==> config.mk <==
export PLATFORM = sky130hd
export DESIGN_NAME = mux_scan_flat
export DESIGN_NICKNAME = d
export VERILOG_FILES = /design/src/rtl/mux_scan_if.sv /design/src/rtl/mux_scan.sv /design/src/flat_wrapper.sv
export SDC_FILE = /design/constraint.sdc
export NUM_CORES = 1
export LEC_CHECK = 0
export BUFFER_PORTS_ARGS = -buffer_cell sky130_fd_sc_hd__buf_2
export CAP_MARGIN = 20
export CORE_MARGIN = 2
export CORE_UTILIZATION = 45
export DETAILED_ROUTE_END_ITERATION = 7
export PLACE_DENSITY = 0.69
export SLEW_MARGIN = 30
export SYNTH_ARGS = -nofsm -noshare
export SYNTH_HDL_FRONTEND = slang
export SYNTH_SLANG_ARGS = --single-unit
==> constraint.sdc <==
create_clock -name clk -period 2.16 [get_ports clk]
set_input_delay 0.324 -clock clk [delete_from_list [all_inputs] [get_ports clk]]
set_output_delay 0.324 -clock clk [all_outputs]
set_load 0.005 [all_outputs]
==> src/rtl/mux_scan_if.sv <==
// Channel-select bus for mux_scan: control and channel data in, registered selection out.
interface mux_scan_if #(
    parameter int NR_CH = 4,
    parameter int DW    = 2
);
    localparam int SW = (NR_CH > 1) ? $clog2(NR_CH) : 1;

    logic                   mode;
    logic [SW-1:0]          sel;
    logic                   freeze;
    logic [NR_CH*DW-1:0]    data_in;
    logic [DW-1:0]          out;
    logic [SW-1:0]          out_ch;
    logic                   out_valid;
    logic                   wrap;

    modport master (output mode, sel, freeze, data_in,
                    input  out, out_ch, out_valid, wrap);
    modport slave  (input  mode, sel, freeze, data_in,
                    output out, out_ch, out_valid, wrap);
endinterface

==> src/rtl/mux_scan.sv <==
// Channel mux with manual select and auto-scan; every channel is shown for HOLD
// unfrozen cycles in scan mode, and all outputs are registered.
module mux_scan #(
    parameter int NR_CH = 4,
    parameter int DW    = 2,
    parameter int HOLD  = 4
) (
    input  logic      clk,
    input  logic      rst_n,
    mux_scan_if.slave bus
);
    localparam int SW = (NR_CH > 1) ? $clog2(NR_CH) : 1;
    localparam int HW = (HOLD > 1) ? $clog2(HOLD) : 1;
    localparam int NP = 1 << SW;
    localparam logic [SW-1:0] LAST_CH   = SW'(NR_CH - 1);
    localparam logic [HW-1:0] LAST_HOLD = HW'(HOLD - 1);

    localparam logic [1:0] S_IDLE = 2'd0;
    localparam logic [1:0] S_MAN  = 2'd1;
    localparam logic [1:0] S_SCAN = 2'd2;

    // Channel table padded to a power of two; unused slots read as zero so an
    // out-of-range manual select naturally yields out=0.
    logic [NP-1:0][DW-1:0] ch;

    logic [1:0]    state;
    logic [SW-1:0] idx;
    logic [HW-1:0] cnt;
    logic          swept;
    logic [DW-1:0] out_q;
    logic [SW-1:0] ch_q;
    logic          vld_q;
    logic          wrap_q;
    logic [DW-1:0] man_out;
    logic          man_vld;
    logic          hold_done;

    generate
        for (genvar i = 0; i < NP; i++) begin : g_ch
            if (i < NR_CH) begin : g_live
                assign ch[i] = bus.data_in[i*DW +: DW];
            end else begin : g_pad
                assign ch[i] = '0;
            end
        end
    endgenerate

    always_comb begin
        man_out   = ch[bus.sel];
        man_vld   = (bus.sel <= LAST_CH);
        hold_done = (cnt == LAST_HOLD);
    end

    always_ff @(posedge clk or negedge rst_n) begin
        if (!rst_n) begin
            state  <= S_IDLE;
            idx    <= '0;
            cnt    <= '0;
            swept  <= 1'b0;
            out_q  <= '0;
            ch_q   <= '0;
            vld_q  <= 1'b0;
            wrap_q <= 1'b0;
        end else if (bus.freeze) begin
            wrap_q <= 1'b0;
        end else begin
            wrap_q <= 1'b0;
            case (state)
                S_IDLE: begin
                    state <= bus.mode ? S_SCAN : S_MAN;
                    idx   <= '0;
                    cnt   <= '0;
                    swept <= 1'b0;
                end
                S_MAN: begin
                    if (bus.mode) begin
                        state <= S_SCAN;
                        idx   <= '0;
                        cnt   <= '0;
                        swept <= 1'b0;
                    end else begin
                        out_q <= man_out;
                        ch_q  <= bus.sel;
                        vld_q <= man_vld;
                    end
                end
                S_SCAN: begin
                    if (!bus.mode) begin
                        // Leaving scan discards any pending hold expiry.
                        state <= S_MAN;
                        swept <= 1'b0;
                        out_q <= man_out;
                        ch_q  <= bus.sel;
                        vld_q <= man_vld;
                    end else begin
                        out_q  <= ch[idx];
                        ch_q   <= idx;
                        vld_q  <= 1'b1;
                        // wrap lines up with the cycle out_ch shows channel 0 again.
                        wrap_q <= swept;
                        swept  <= hold_done && (idx == LAST_CH);
                        if (hold_done) begin
                            cnt <= '0;
                            idx <= (idx == LAST_CH) ? '0 : idx + SW'(1);
                        end else begin
                            cnt <= cnt + HW'(1);
                        end
                    end
                end
                default: state <= S_IDLE;
            endcase
        end
    end

    assign bus.out       = out_q;
    assign bus.out_ch    = ch_q;
    assign bus.out_valid = vld_q;
    assign bus.wrap      = wrap_q;
endmodule

==> src/flat_wrapper.sv <==
// flat-port wrapper written by rule: the top's interface ports become plain ports
module mux_scan_flat 
#(
    parameter int NR_CH = 4,
    parameter int DW    = 2,
    parameter int HOLD  = 4
)
  (clk, rst_n, bus_mode, bus_sel, bus_freeze, bus_data_in, bus_out, bus_out_ch, bus_out_valid, bus_wrap);
  mux_scan_if #(.NR_CH(NR_CH), .DW(DW)) bus_i ();
  input  logic clk;
  input  logic rst_n;
  input wire logic [$bits(bus_i.mode)-1:0] bus_mode;
  input wire logic [$bits(bus_i.sel)-1:0] bus_sel;
  input wire logic [$bits(bus_i.freeze)-1:0] bus_freeze;
  input wire logic [$bits(bus_i.data_in)-1:0] bus_data_in;
  output wire logic [$bits(bus_i.out)-1:0] bus_out;
  output wire logic [$bits(bus_i.out_ch)-1:0] bus_out_ch;
  output wire logic [$bits(bus_i.out_valid)-1:0] bus_out_valid;
  output wire logic [$bits(bus_i.wrap)-1:0] bus_wrap;
  assign bus_i.mode = bus_mode;
  assign bus_i.sel = bus_sel;
  assign bus_i.freeze = bus_freeze;
  assign bus_i.data_in = bus_data_in;
  assign bus_out = bus_i.out;
  assign bus_out_ch = bus_i.out_ch;
  assign bus_out_valid = bus_i.out_valid;
  assign bus_wrap = bus_i.wrap;
  mux_scan #(.NR_CH(NR_CH), .DW(DW), .HOLD(HOLD)) u_core (.clk(clk), .rst_n(rst_n), .bus(bus_i));
endmodule
==> results of run 1 <==
==> through the flow <==
step,std cells,total power [mW]
2_1_floorplan,77,0.708
3_3_place_gp,119,0.833
3_5_place_dp,119,0.842
4_1_cts,124,1.00
5_1_grt,124,1.10
6_report,124,0.992
==> per-layer routing <==
layer,vias up,share of wire (%)
li1,331,-
met1,316,47
met2,10,48
met3,4,3.9
met4,0,1.2
met5,-,0
==> layout by cell type, fill, tap and decap left out, types with 3 or more instances in the layout <==
cell type	n
inv_1	5
clkbuf_4	3
nor2b_1	3
a21oi_1	4
mux2i_1	5
ha_1	8
mux4_1	3
buf_2	19
nor2_1	4
nand2_1	4
o21ai_0	4
dfrtp_1	13
==> repair_timing <==
item / 4_1_cts / 5_1_grt
hold endpoints to repair: 13 / 0
resized for setup: 0 / 0
hold buffers: 1 / 0
==> worst paths after layout <==
path | from | to | slack, ns | cells past startpoint
max in group asynchronous | rst_n | u_core.state[0] | 1.48 | 2
max reg2reg | u_core.state[0] | u_core.state[1] | 0.42 | 4
max | u_core.state[0] | u_core.state[1] | 0.42 | 4
min | bus_freeze | u_core.bus.wrap | 0.26 | 2
min in group asynchronous | rst_n | u_core.bus.out_ch[1] | 0.46 | 2
min reg2reg | u_core.bus.out_valid | u_core.bus.out_valid | 0.47 | 1
==> worst reg2reg max path, delay by kind of cell, from the launching register on <==
kind | cells | cell delay, ns
buffers and inverters | 1 | 0.13
flip-flops | 1 | 0.45
adder cells (fa/ha/maj) | 1 | 0.28
AO/OA/AOI/OAI | 1 | 0.39
multiplexers | 1 | 0.38
==> logic make-up (layout without fill, tap and decap cells) <==
group / count (synthesis) / in the layout / synth area share [%]
AOI/OAI and AO/OA: 17 / 17 / 13.5
adders and majority gates: 8 / 8 / 11.7
buffers and inverters: 8 / 30 / 3.51
DFF: 13 / 13 / 38.0
muxes: 11 / 11 / 20.3
and+or+nand+nor: 20 / 20 / 13.0
==> sequential cells by signal, summed over array words and instances (netlist names) <==
name                  cells
u_core.bus.out            2
u_core.bus.out_ch         2
u_core.cnt                2
u_core.idx                2
u_core.state              2
u_core.bus.out_valid      1
u_core.bus.wrap           1
u_core.swept              1
==> cell type report <==
| cell class | instances | area, sq um | share of cell area, % |
|---|---|---|---|
| Multi-Input combinational cell | 56 | 500 | 49.3 |
| Tap cell | 25 | 31.3 | 3.08 |
| Timing Repair Buffer | 21 | 113 | 11.1 |
| Sequential cell | 13 | 325 | 32.1 |
| Clock buffer | 4 | 26.3 | 2.59 |
| Inverter | 5 | 18.8 | 1.85 |
==> power by group <==
group	internal, mW	switching (mW)	leakage (nW)
clock	0.0717	0.0764	0.0150
combinational	0.225	0.239	0.319
sequential	0.316	0.0641	0.163
==> results by group, run 1 <==
Critical path
  – Worst path cell trace: inv_1 -> ha_1 -> a211oi_1 -> mux2_2
  – Crit path launch type: register
  – CP required: roughly 2.3 ns
  – Slowest-stage cell, CP: dfrtp_1
  – CP Class: reg2reg
  – Delay-heaviest family, CP: flip-flops
  – Crit path arrival time: 1.91 ns
  – Crit-path max cell delay: roughly 0.45 ns
  – Critical Path Fanout Max: 7
  – Critical Path Sink Type: register
  – Worst Path Buf+Inv: 1

Synth
  – Count leader, synth: dfrtp_1
  – EDFF count, synth: 0
  – Syn Nets: just under 100
  – Area contributors post-synth: dfrtp_1 (38%), ha_1 (12%), mux4_1 (9.2%)
  – Synthesized area: 856 sq um
  – Yosys warning total: 0
  – Synth async-reset ratio: 100%
  – Avg Cell Area, Syn: 11.1 sq um
  – Synth top area share: a little under two fifths
  – Area leader, netlist: dfrtp_1
  – Yosys reg bits: 13
  – Primary FF master, synth: dfrtp_1
  – Post-synthesis cell type count: 26
  – Seq/Total Area, Yosys: 38.0%
  – Synth top cells by count: dfrtp_1 (13), ha_1 (8), inv_1 (5), mux2i_1 (5)
  – Gate Count Post-Synth: between 70 and 80

Clocking
  – TritonCTS Buffers: 3
  – Clk pin slew, worst setup/hold paths: approximately 0.07 ns
  – # clock sinks: 13
  – CTS H-tree depth: 1
  – Clk buf depth: 2
  – Postcts setup bufs: 0
  – Root Driver: clkbuf_4
  – CTS tree: yes
  – Skew-Pair Late Insertion Delay: 0.28 ns

Placement
  – RePlAce Congestion: 0.754
  – Port Buf Inserts: 19
  – HPWL after DPL: 1210 microns
  – Placed standard-cell area: 978 sq um
  – Dpl ws: approximately 0.44 ns

Layout
  – Area delta synth->final: 18.6%
  – # fillers: between 150 and 200
  – ANT cells: 0
  – Layout net count: 122
  – Final Util: 57.5%
  – Final instance area: 1010 sq um
  – Layout cell share with drive strength beyond 1: 27.3%

Route
  – Vias/cell: 5.33
  – Pre-Repair DR Iteration Count: 4
  – Total wire length: 1550 microns
  – DRC errors left: 0
  – Initial DRC Count: 9
  – Wirelength per Cell: 12.5 microns
  – Antenna-violating nets left: 0
  – Vias post-DR: 661

Global routing
  – Gr busiest metal: met2
  – Vias in the first global route: 608
  – GRT Util Overall: between 15 and 20%
  – Met3 GRT Util: 6.79%
  – Initial antenna violation count: 0
  – Grt total ovfl: 0
  – Met1 Usage GRT: 22.2%
  – Pin count of the biggest net entering global routing: 14
  – First-pass GRT wire length: 2590 microns
  – GR Layer Usage met2: about a quarter

Pwr
  – Leakage dissipation: 0.497 nW
  – Peak VDD IR: 0.000577 V
  – Power per cell area: ~980 nW/um^2

Die
  – Row cnt: 15
  – Starting Density: 48.5%
  – # IOs: 20
  – Core footprint: 1760 sq um
  – Die Width: 47.6 microns
  – Die span in y: 47.6 microns
  – Full die area: approximately 2300 sq um

STA
  – Final setup skew: 0.00156 ns
  – Final Hold Vio Count: 0
  – Worst setup margin: 0.417 ns
  – Maximum clock frequency: 574 MHz
  – Setup Viol. Count Final: 0
  – Max-slew headroom: 75.1%
  – Setup TNS: 0 ns
  – Crit share post-route: 80.7%
  – Final hold slack: 0.257 ns
  – Final min period: 1.74 ns
  – Max Slew Vio Count: 0
  – RSZ-0062 raised after global routing: false
  – Least-Margin Pin Slew: 0.371 ns

Outcome
  – Status: finished clean

Worst hold path
  – Hold Crit Class: in2reg

Flow run
  – Max_cap viols: 0
No activity file was read; power rests on OpenSTA's default activity.
==> run 2: changes to the inputs <==
- clock period: 2.16 -> 1.7 ns (I/O delays scaled with it)
==> results by group, run 2 (synthesis results as in run 1) <==
Pwr
  – Leakage dissipation: between 0.5 and 0.6 nW
  – Pwr Total: between 1 and 1.5 mW
  – Combinational Power Share: 52.0%
  – Clock Power Share: 14.0%
  – Sequential power share: 34.0%
  – Sw Ratio: 37.6%
  – NetSw: 0.521 mW
  – Pint: 0.862 mW
  – Peak VDD IR: 0.000855 V
  – Power per cell area: 1290 nW/um^2

Clocking
  – # clock sinks: 13
  – CTS tree: yes
  – Root Driver: clkbuf_4
  – CTS H-tree depth: 1
  – TritonCTS Buffers: 3
  – Clk pin slew, worst setup/hold paths: 0.08 ns
  – Postcts setup bufs: 0
  – Skew-Pair Late Insertion Delay: 0.28 ns
  – Clk buf depth: 2

Global routing
  – Grt total ovfl: 0
  – First-pass GRT wire length: about 2900 microns
  – Vias in the first global route: 687
  – GRT Util Overall: 18.8%
  – Pin count of the biggest net entering global routing: 14
  – Initial antenna violation count: 0

Placement
  – Placed standard-cell area: 1020 sq um
  – RePlAce Congestion: slightly below 0.8
  – Port Buf Inserts: 19
  – Dpl ws: 0.0410 ns
  – HPWL after DPL: 1350 microns
  – Placed cells: 125

Route
  – Vias post-DR: 707
  – Pre-Repair DR Iteration Count: 4
  – Wirelength per Cell: 13.7 microns
  – Initial DRC Count: 6
  – Vias/cell: 5.44
  – DRC errors left: 0
  – Antenna-violating nets left: 0
  – Total wire length: 1780 microns

Layout
  – Final instance area: 1070 sq um
  – Most common cell after layout, fill and taps aside: buf_2
  – ANT cells: 0
  – Area of the multi-input gates: 515 sq um
  – Layout net count: 128
  – # fillers: 163
  – Layout cell share with drive strength beyond 1: 34.3%
  – FF+latch area: about 330 sq um
  – Area delta synth->final: 25.6%
  – Most frequent cells in the layout: buf_2 (19), dfrtp_1 (13), ha_1 (8)
  – Filler-free cell count of the finished design: 130

STA
  – Setup TNS: 0 ns
  – Maximum clock frequency: 645 MHz
  – Max Slew Vio Count: 0
  – Worst setup margin: 0.150 ns
  – RSZ-0062 raised after global routing: false
  – Setup Viol. Count Final: 0
  – Final min period: ~1.5 ns
  – Max-slew headroom: 80.5%
  – Least-Margin Pin Slew: 0.292 ns
  – Final setup skew: 0.000580 ns
  – Crit share post-route: around nine tenths
  – Final Hold Vio Count: 0

Critical path
  – Critical Path Fanout Max: 5
  – CP required: 1.87 ns
  – Reg-to-reg slack, setup: 0.15 ns
  – Crit path arrival time: approximately 1.7 ns
  – CP Class: reg2reg
  – Critical Path Sink Type: register
  – Crit path launch type: register

Die
  – # IOs: 20
  – Die Width: between 40 and 50 microns
  – Core footprint: 1760 sq um
  – Full die area: about 2300 sq um
  – Die span in y: 47.6 microns
  – Starting Density: 48.5%
  – Row cnt: 15

Worst hold path
  – Hold Crit Class: in2reg

Outcome
  – Status: finished clean

Flow run
  – Max_cap viols: 0
[run 2: worst paths after layout]
| check | depth (start not counted) | to | start |
|---|---|---|---|
| worst max-delay path | 4 | u_core.state[1] | u_core.state[0] |
| worst min-delay path | 2 | u_core.bus.wrap | bus_freeze |
| worst max register to register | 4 | u_core.state[1] | u_core.state[0] |
| worst min register to register | 1 | u_core.bus.out_valid | u_core.bus.out_valid |
| max in group asynchronous | 2 | u_core.cnt[1] | rst_n |
| min in group asynchronous | 2 | u_core.bus.out_ch[1] | rst_n |
[run 2: power groups by stage]
stage	Clock, mW	Sequential [mW]	Combinational (mW)
4_1_cts	0.195	0.470	0.685
3_5_place_dp	0	0.476	0.675
5_1_grt	0.209	0.481	0.828
3_3_place_gp	0	0.466	0.661
2_1_floorplan	0	0.482	0.418
6_report	0.193	0.470	0.719
[run 2: routing by layer]
metal	global-route usage (%)	share of wire (%)	wire length [microns]	vias to the layer above
met2	31.1	50	896	13
met3	5.66	3.0	54	2
met5	0	0	0	-
met4	4.86	0.79	14	0
met1	24.1	46	809	350
li1	-	-	-	342
[run 2: through the flow]
step,util [%],hold WS [ns]
3_3_place_gp,58.0,0.156
3_5_place_dp,58.0,0.152
6_report,60.9,0.275
4_1_cts,60.1,0.191
5_1_grt,60.9,0.278
2_1_floorplan,-,-0.0406
[run 2: area by class of cell]
class                   instances  share of cell area, %
multi-input cells              56                   48.0
flip-flops and latches         13                   30.3
repair buffers                 27                   14.7
well taps                      25                   2.91
clock buffers                   4                   2.44
inverters                       5                   1.75
[run 2: timing repair]
action,CTS,global route
hold buffers,1,0
hold endpoints to repair,13,0
endpoints found under the setup margin,0,7
resized for setup,0,5
[run 2: worst max-delay path: stages (launching register included)]
cell and delay [ns]:
dfrtp_1 0.42, inv_1 0.12, ha_1 0.25, a211oi_2 0.29, mux2_2 0.36
==> run 3: changes to the inputs <==
- MAX_ROUTING_LAYER: unset -> met4
==> results by group, run 3 (synthesis results as in run 1) <==
Outcome
  – Status: finished clean

Layout
  – Most common cell after layout, fill and taps aside: buf_2
  – Area delta synth->final: 25.6%
  – Filler-free cell count of the finished design: 130
  – Area of the multi-input gates: 515 sq um
  – ANT cells: 0
  – Final instance area: 1070 sq um
  – Layout net count: 128
  – # fillers: 163
  – Layout cell share with drive strength beyond 1: 34.3%
  – Final Util: ~61%
  – FF+latch area: 325 sq um
  – Most frequent cells in the layout: buf_2 (19), dfrtp_1 (13), ha_1 (8)

Placement
  – Dpl ws: 0.0410 ns
  – Placed cells: 125
  – Placed standard-cell area: 1020 sq um
  – Port Buf Inserts: 19
  – RePlAce Congestion: between 0.8 and 0.9
  – HPWL after DPL: 1350 microns

Clocking
  – Clk pin slew, worst setup/hold paths: ~0.080 ns
  – TritonCTS Buffers: 3
  – CTS H-tree depth: 1
  – # clock sinks: 13
  – Root Driver: clkbuf_4
  – CTS tree: yes
  – Clk buf depth: 2
  – Skew-Pair Late Insertion Delay: between 0.2 and 0.3 ns

Critical path
  – Crit path arrival time: 1.75 ns
  – Worst Path Buf+Inv: 2
  – Critical Path Sink Type: register
  – Crit path launch type: register
  – CP Class: reg2reg
  – Slowest-stage cell, CP: dfrtp_1
  – Crit-path max cell delay: 0.42 ns
  – Total stage count of the critical path: 5
  – CP required: 1.89 ns
  – Critical Path Fanout Max: 5
  – R2R depth: 5
  – Worst path cell trace: inv_1 -> ha_1 -> a211oi_2 -> buf_4 -> mux2i_1
  – Delay-heaviest family, CP: flip-flops

Pwr
  – Peak VDD IR: 0.000852 V
  – Pwr Total: 1.38 mW
  – Leakage dissipation: 0.533 nW
  – Power per cell area: 1290 nW/um^2

Route
  – Vias/cell: 5.46
  – Pre-Repair DR Iteration Count: 4
  – DRC errors left: 0
  – Antenna-violating nets left: 0
  – Total wire length: 1770 microns
  – Vias post-DR: 710
  – Wirelength per Cell: roughly 14 microns
  – Initial DRC Count: 8

Die
  – Starting Density: 48.5%
  – Full die area: 2270 sq um
  – Row cnt: 15
  – # IOs: 20
  – Die Width: roughly 48 microns
  – Core footprint: 1760 sq um
  – Die span in y: between 40 and 50 microns

Global routing
  – GRT Util Overall: between 10% and 20%
  – Pin count of the biggest net entering global routing: 14
  – Vias in the first global route: around 700
  – Initial antenna violation count: 0
  – Grt total ovfl: 0
  – First-pass GRT wire length: ~2900 microns

STA
  – Worst setup margin: 0.139 ns
  – Final min period: ~1.6 ns
  – Final hold slack: 0.273 ns
  – Maximum clock frequency: 640 MHz
  – Crit share post-route: 91.9%
  – Final Hold Vio Count: 0
  – Max-slew headroom: between 80% and 90%
  – Final setup skew: 0.00290 ns
  – Least-Margin Pin Slew: 0.292 ns
  – Max Slew Vio Count: 0
  – RSZ-0062 raised after global routing: false
  – Setup Viol. Count Final: 0
  – Setup TNS: 0 ns

Worst hold path
  – Hold Crit Class: in2reg
  – Min-Delay Path Depth: 2

Flow run
  – Max_cap viols: 0
==> run 3: cell counts in the layout (fill, tap and decap cells not counted) <==
Identical to the previous run, type by type.
==> run 3: layout make-up <==
| class | instances | share of cell area, % |
|---|---|---|
| multi-input cells | 56 | 48.0 |
| flip-flops and latches | 13 | 30.3 |
| repair buffers | 27 | 14.7 |
| well taps | 25 | 2.91 |
| clock buffers | 4 | 2.44 |
| inverters | 5 | 1.75 |
==> run 3: layer usage <==
metal,wire [microns],up-vias,track usage (%)
li1,-,342,-
met1,784,347,24.1
met2,899,19,31.1
met3,75,2,5.66
met4,14,0,4.86
met5,0,-,-
==> run 3: timing repair <==
action                     in CTS  in global routing
setup endpoints to repair       0                  7
hold endpoints to repair       13                  0
hold buffers                    1                  0
resized for setup               0                  5
setup buffers                   0                  0
==> run 3: worst paths after layout <==
kind | startpoint | endpoint | slack [ns]
min | bus_freeze | u_core.bus.wrap | 0.27
max in group asynchronous | rst_n | u_core.cnt[1] | 1.08
max reg2reg | u_core.state[0] | u_core.state[0] | 0.14
max | u_core.state[0] | u_core.state[0] | 0.14
min reg2reg | u_core.bus.out_valid | u_core.bus.out_valid | 0.47
min in group asynchronous | rst_n | u_core.bus.out_ch[1] | 0.39
==> run 3: report_power, final <==
| group | total, mW | switching [mW] | leakage, nW | internal [mW] |
|---|---|---|---|---|
| combinational | 0.718 | 0.349 | 0.355 | 0.369 |
| sequential | 0.470 | 0.0682 | 0.163 | 0.402 |
| clock | 0.193 | 0.102 | 0.0150 | 0.0910 |
| total | 1.38 | 0.519 | 0.533 | 0.862 |
